===== config.mk =====
export PLATFORM = sky130hd
export DESIGN_NAME = dac_stim_scheduler_flat
export DESIGN_NICKNAME = d
export VERILOG_FILES = /design/src/rtl/dac_stim_scheduler_if.sv /design/src/rtl/dac_stim_scheduler.sv /design/src/flat_wrapper.sv
export SDC_FILE = /design/constraint.sdc
export NUM_CORES = 1
export LEC_CHECK = 0
export CORE_MARGIN = 8
export CORE_UTILIZATION = 52
export DETAILED_ROUTE_END_ITERATION = 6
export GPL_ROUTABILITY_DRIVEN = 0
export PLACE_DENSITY = 0.9
export SLEW_MARGIN = 20
export SYNTH_ARGS = -nofsm -noshare
export SYNTH_HDL_FRONTEND = slang
export SYNTH_SLANG_ARGS = --single-unit

===== constraint.sdc =====
create_clock -name dataclk -period 4.4 [get_ports dataclk]
set_clock_uncertainty 0.1 [all_clocks]
set_input_delay 1.32 -clock dataclk [delete_from_list [all_inputs] [get_ports dataclk]]
set_output_delay 1.32 -clock dataclk [all_outputs]
set_load 0.05 [all_outputs]

===== src/rtl/dac_stim_scheduler_if.sv =====
// dac_stim_scheduler_if: stimulation request/acknowledge handshake
//   stim_req : scheduler -> stimulator, level request held until acknowledged
//   stim_ack : stimulator -> scheduler, acknowledge sampled every cycle
interface dac_stim_scheduler_if;
  logic stim_req;
  logic stim_ack;
  modport master (output stim_req, input stim_ack);
  modport slave (input stim_req, output stim_ack);
endinterface


===== src/rtl/dac_stim_scheduler.sv =====
// dac_stim_scheduler: per-frame window discriminator FSM issuing stimulation requests with refractory lockout
//   dataclk/reset_n        : clock, async active-low reset
//   sample_tick            : one-cycle pulse per sample frame
//   fsm_mode               : discriminator enable, low forces DISABLED
//   DAC_en/in_window/thresh_out/edge_type : per-DAC condition inputs
//   DAC_stop_max           : last counter value of the track window
//   refractory             : lockout length in sample ticks
//   stim_hs                : req/ack handshake to the stimulator
//   DAC_fsm_counter        : state counter for the DAC window comparators
//   DAC_fsm_out            : one-hot state code
//   stim_count/stim_dropped: completed handshakes / advances lost to lockout
module dac_stim_scheduler #(
  parameter int NUM_DAC = 8,
  parameter int CW = 16
) (
  input  logic               dataclk,
  input  logic               reset_n,
  input  logic               sample_tick,
  input  logic               fsm_mode,
  input  logic [NUM_DAC-1:0] DAC_en,
  input  logic [NUM_DAC-1:0] DAC_in_window,
  input  logic [NUM_DAC-1:0] DAC_thresh_out,
  input  logic [NUM_DAC-1:0] DAC_edge_type,
  input  logic [CW-1:0]      DAC_stop_max,
  input  logic [CW-1:0]      refractory,
  dac_stim_scheduler_if.master stim_hs,
  output logic [CW-1:0]      DAC_fsm_counter,
  output logic [7:0]         DAC_fsm_out,
  output logic [15:0]        stim_count,
  output logic [7:0]         stim_dropped
);
  // State encoding equals the published output code, so the state register is the output
  typedef enum logic [7:0] {
    DISABLED = 8'h00,
    IDLE     = 8'h40,
    TRACK    = 8'h20,
    STIM     = 8'h10,
    REFRACT  = 8'h08
  } state_t;
  state_t state, state_n;
  logic [CW-1:0] cnt_n, lock, lock_n;
  logic req, req_n, done, drop, advance;
  // Disabled or out-of-window channels are don't-cares; at least one channel must be enabled
  assign advance = &((DAC_thresh_out ^ DAC_edge_type) | ~DAC_in_window | ~DAC_en) & |DAC_en;
  assign DAC_fsm_out = state;
  assign stim_hs.stim_req = req;
  always_comb begin
    state_n = state;
    cnt_n = DAC_fsm_counter;
    lock_n = lock;
    req_n = req;
    done = 1'b0;
    drop = 1'b0;
    if (!fsm_mode) begin
      state_n = DISABLED;
      cnt_n = '0;
      lock_n = '0;
      req_n = 1'b0;
    end else begin
      case (state)
        DISABLED: begin
          state_n = IDLE;
          cnt_n = '0;
        end
        IDLE: if (sample_tick) begin
          state_n = advance ? TRACK : IDLE;
          cnt_n = advance ? CW'(1) : '0;
        end
        TRACK: if (sample_tick) begin
          if (!advance) begin
            state_n = IDLE;
            cnt_n = '0;
          end else if (DAC_fsm_counter >= DAC_stop_max) begin
            state_n = STIM;
            cnt_n = '0;
            req_n = 1'b1;
          end else begin
            cnt_n = DAC_fsm_counter + CW'(1);
          end
        end
        STIM: begin
          req_n = 1'b1;
          if (req && stim_hs.stim_ack) begin
            done = 1'b1;
            req_n = 1'b0;
            state_n = (refractory == '0) ? IDLE : REFRACT;
            lock_n = refractory;
          end
        end
        REFRACT: if (sample_tick) begin
          drop = advance;
          lock_n = (lock == '0) ? '0 : lock - CW'(1);
          state_n = (lock <= CW'(1)) ? IDLE : REFRACT;
        end
        default: state_n = DISABLED;
      endcase
    end
  end
  always_ff @(posedge dataclk or negedge reset_n) begin
    if (!reset_n) begin
      state <= DISABLED;
      DAC_fsm_counter <= '0;
      lock <= '0;
      req <= 1'b0;
      stim_count <= '0;
      stim_dropped <= '0;
    end else begin
      state <= state_n;
      DAC_fsm_counter <= cnt_n;
      lock <= lock_n;
      req <= req_n;
      if (done) stim_count <= stim_count + 16'd1;
      if (drop && stim_dropped != 8'hFF) stim_dropped <= stim_dropped + 8'd1;
    end
  end
endmodule


===== src/flat_wrapper.sv =====
// flat-port wrapper written by rule: the top's interface ports become plain ports
module dac_stim_scheduler_flat 
#(
  parameter int NUM_DAC = 8,
  parameter int CW = 16
)
  (dataclk, reset_n, sample_tick, fsm_mode, DAC_en, DAC_in_window, DAC_thresh_out, DAC_edge_type, DAC_stop_max, refractory, DAC_fsm_counter, DAC_fsm_out, stim_count, stim_dropped, stim_hs_stim_req, stim_hs_stim_ack);
  dac_stim_scheduler_if stim_hs_i ();
  input  logic dataclk;
  input  logic reset_n;
  input  logic sample_tick;
  input  logic fsm_mode;
  input  logic [NUM_DAC-1:0] DAC_en;
  input  logic [NUM_DAC-1:0] DAC_in_window;
  input  logic [NUM_DAC-1:0] DAC_thresh_out;
  input  logic [NUM_DAC-1:0] DAC_edge_type;
  input  logic [CW-1:0] DAC_stop_max;
  input  logic [CW-1:0] refractory;
  output logic [CW-1:0] DAC_fsm_counter;
  output logic [7:0] DAC_fsm_out;
  output logic [15:0] stim_count;
  output logic [7:0] stim_dropped;
  output wire logic [$bits(stim_hs_i.stim_req)-1:0] stim_hs_stim_req;
  input wire logic [$bits(stim_hs_i.stim_ack)-1:0] stim_hs_stim_ack;
  assign stim_hs_stim_req = stim_hs_i.stim_req;
  assign stim_hs_i.stim_ack = stim_hs_stim_ack;
  dac_stim_scheduler #(.NUM_DAC(NUM_DAC), .CW(CW)) u_core (.dataclk(dataclk), .reset_n(reset_n), .sample_tick(sample_tick), .fsm_mode(fsm_mode), .DAC_en(DAC_en), .DAC_in_window(DAC_in_window), .DAC_thresh_out(DAC_thresh_out), .DAC_edge_type(DAC_edge_type), .DAC_stop_max(DAC_stop_max), .refractory(refractory), .stim_hs(stim_hs_i), .DAC_fsm_counter(DAC_fsm_counter), .DAC_fsm_out(DAC_fsm_out), .stim_count(stim_count), .stim_dropped(stim_dropped));
endmodule

==> metrics.cfg <==
[run_status]
run_status=complete, no violations

[setup_path]
critPathMaxFanout=13
cp-startpoint=DAC_stop_max[15]
endpoint_kind=flop
crit_required_ns=4.50
worstPathArrival_ns=3.82
r2r_start=u_core.DAC_fsm_out[6]$_DFFE_PN0P_
critPathSlowestCell=a21oi_2
crit_path_cell_trace=clkdlybuf4s50_1, inv_1, ha_1, nand4_1, or3_4, nor4_2, nor3_1, a21oi_2, nor2_1
crit_type=in -> reg
slowest_delay_ns=0.49
timing.critical_path.max_delay_family=simple AND/OR/NAND/NOR gates
cp_num_buf_inv=2
start_kind=input port

[cts]
clk_latency_ns=0.35
numCtsBuffers=9
post_cts_buffers=0
clock_sinks=61
cts.clk_slew.worst_paths_ns=0.08
cts_tree=yes
clockBufferDepth=2
ctsResizeCount=0
cts_root_buf=clkbuf_8
h-tree-depth=3
hold_buffers=0

[synthesis]
synth-compound-area-share=0.140
synth_seq_cells=61
yosysSeqAreaShare=0.382
synthXorXnorAreaFrac=0.101
netlist_area_sq_mm=0.00400
synth_edf_count=0
synth-adder-area-share=0.0710
yosys_warnings=0
synth-async-reset-ratio=1.00
synth-simple-area-share=0.248
avgSynthCellArea_sq_um=9.15
synth_mux_area_frac=0.00657
synth_ff_type=dfrtp_1
syn_inst=437
synth_top_family_by_area=simple AND/OR/NAND/NOR gates
ys_types=62

[power_and_ir_drop]
pwr-share-comb=0.319
p_switching_mw=0.615
p_sw_frac=0.354
ir_drop_mv=0.244
p_int_mw=1.12
p_leak_nw=2.26
clock_power_share=0.308
cellPowerDensity_mw_per_mm2=323
p_seq_frac=0.373

[routing]
wl_per_cell_microns=18.0
dr_total_vias=3964
drt_iter0_markers=358
ant_nets=0
met2_wirelength_microns=5970
drcViolationCount=0
wl_met1_microns=4450
drt_first_pass_iters=5
met3_wirelength_microns=970
vias_per_cell=6.05
top_layer=met4
wl_microns=11800

[sta]
hold_viol_final=0
fmax_mhz=269
rsz0062_at_grt=no
relSlewSlack=0.344
slew_viol_final=0
finalSetupViolations=0
worst_slew_pin_slew_ns=0.979
period_needed_ns=3.72
setup-tns-final_ns=0
fin_crit_sh=0.844
hold-worst-slack_ns=0.367

[placement]
placed_cell_area_sq_mm=0.00517
numPortBuffers=113
hpwl_microns=8960

[finish]
diodes=0
final_cell_mix=clkdlybuf4s50_1 (112), dfrtp_1 (61), nand2_1 (43), nor2_1 (39), xnor2_1 (31)
nFillCells=579
final_common_cell=clkdlybuf4s50_1
num-nets-final=638
fin_area_sq_mm=0.00538
drive_above_1_share=0.0778
area_growth_pct=34.5
final-seq-area_sq_mm=0.00153
multi_input_area_sq_mm=0.00228

[worst_hold_path]
hp-class=reg -> reg
hp-start=u_core.stim_count[15]$_DFFE_PN0P_

[floorplan]
core.rowCount=32
start_util=0.526
fp.coreArea_sq_mm=0.00761
die_x_microns=104
die_area_sq_mm=0.0108
die_h_microns=104
io_pins=118

[grt]
grt_pass1_wl_microns=20100
grt_pass1_vias=4160
grtUsageTotal=0.224
antenna_found_initial=0
grt.overflow.total=0
grt_max_degree=48

[job]
max_cap_violations=0

## worst paths after layout
kind                       cells past startpoint                                endpoint  slack (ns)
setup / recovery                               9   u_core.DAC_fsm_counter[8]$_DFFE_PN0P_        0.68
hold / removal                                 1       u_core.stim_count[15]$_DFFE_PN0P_        0.37
setup reg to reg                               5             u_core.lock[14]$_DFFE_PN0P_        1.40
hold reg to reg                                1       u_core.stim_count[15]$_DFFE_PN0P_        0.37
max in group asynchronous                      2              u_core.lock[5]$_DFFE_PN0P_        2.75
min in group asynchronous                      1  u_core.DAC_fsm_counter[11]$_DFFE_PN0P_        0.88
## power groups by stage
stage               logic (mW)  clock network, mW  registers, mW
finish                   0.554              0.536          0.648
global route             0.592              0.563          0.654
CTS                      0.548              0.541          0.646
detailed placement       0.540                  0          0.657
global placement         0.518                  0          0.650
floorplan                0.321                  0          0.703
## per-layer routing
layer	vias up	track usage
met5	-	0
met3	43	0.0644
met1	1892	0.249
met4	0	0.111
met2	226	0.383
li1	1803	-
## through the flow
| step | setup WS (ns) | std cells | total power [mW] | utilization |
|---|---|---|---|---|
| 2_1_floorplan | 1.04 | 440 | 1.02 | - |
| 3_3_place_gp | 0.448 | 639 | 1.17 | 0.680 |
| 3_5_place_dp | 0.339 | 639 | 1.20 | 0.680 |
| 4_1_cts | 0.706 | 655 | 1.74 | 0.707 |
| 5_1_grt | 0.514 | 655 | 1.81 | 0.707 |
| 6_report | 0.684 | 655 | 1.74 | 0.707 |
## state kept, by name, summed over array words and instances (netlist names)
register / cells
u_core.DAC_fsm_counter: 16
u_core.lock: 16
u_core.DAC_fsm_out: 4
u_core.stim_hs.stim_req: 1
u_core.stim_count: 16
u_core.stim_dropped: 8
## synthesized netlist by cell type, drive strengths merged, types with 12 or more instances
master	number	area, sq um
o21ai	24	131
nand3	16	80.1
ha	21	263
nor2	40	153
buf	12	91.3
inv	23	86.3
xor2	15	131
xnor2	31	272
dfrtp	61	1530
a21oi	18	93.8
nor4	15	100
nor3	20	110
nand2	43	161
## cells by family (layout without fill, tap and decap cells)
family / count (synthesis) / after routing
muxes: 2 / 2
adders and majority gates: 23 / 23
other: 1 / 4
buffers and inverters: 42 / 155
DFF: 61 / 61
and+or+nand+nor: 178 / 178
xor gates and xnor gates: 46 / 46
AOI/OAI and AO/OA: 84 / 84
## layout make-up
cell class                 count  area share
multi-input combinational    337       0.424
inverter                      23      0.0161
tap                          102      0.0237
sequential                    61       0.284
clock inverter                 5      0.0140
timing repair buffer         116       0.214
clock buffer                  11      0.0244
No activity file was read; power rests on OpenSTA's default activity.
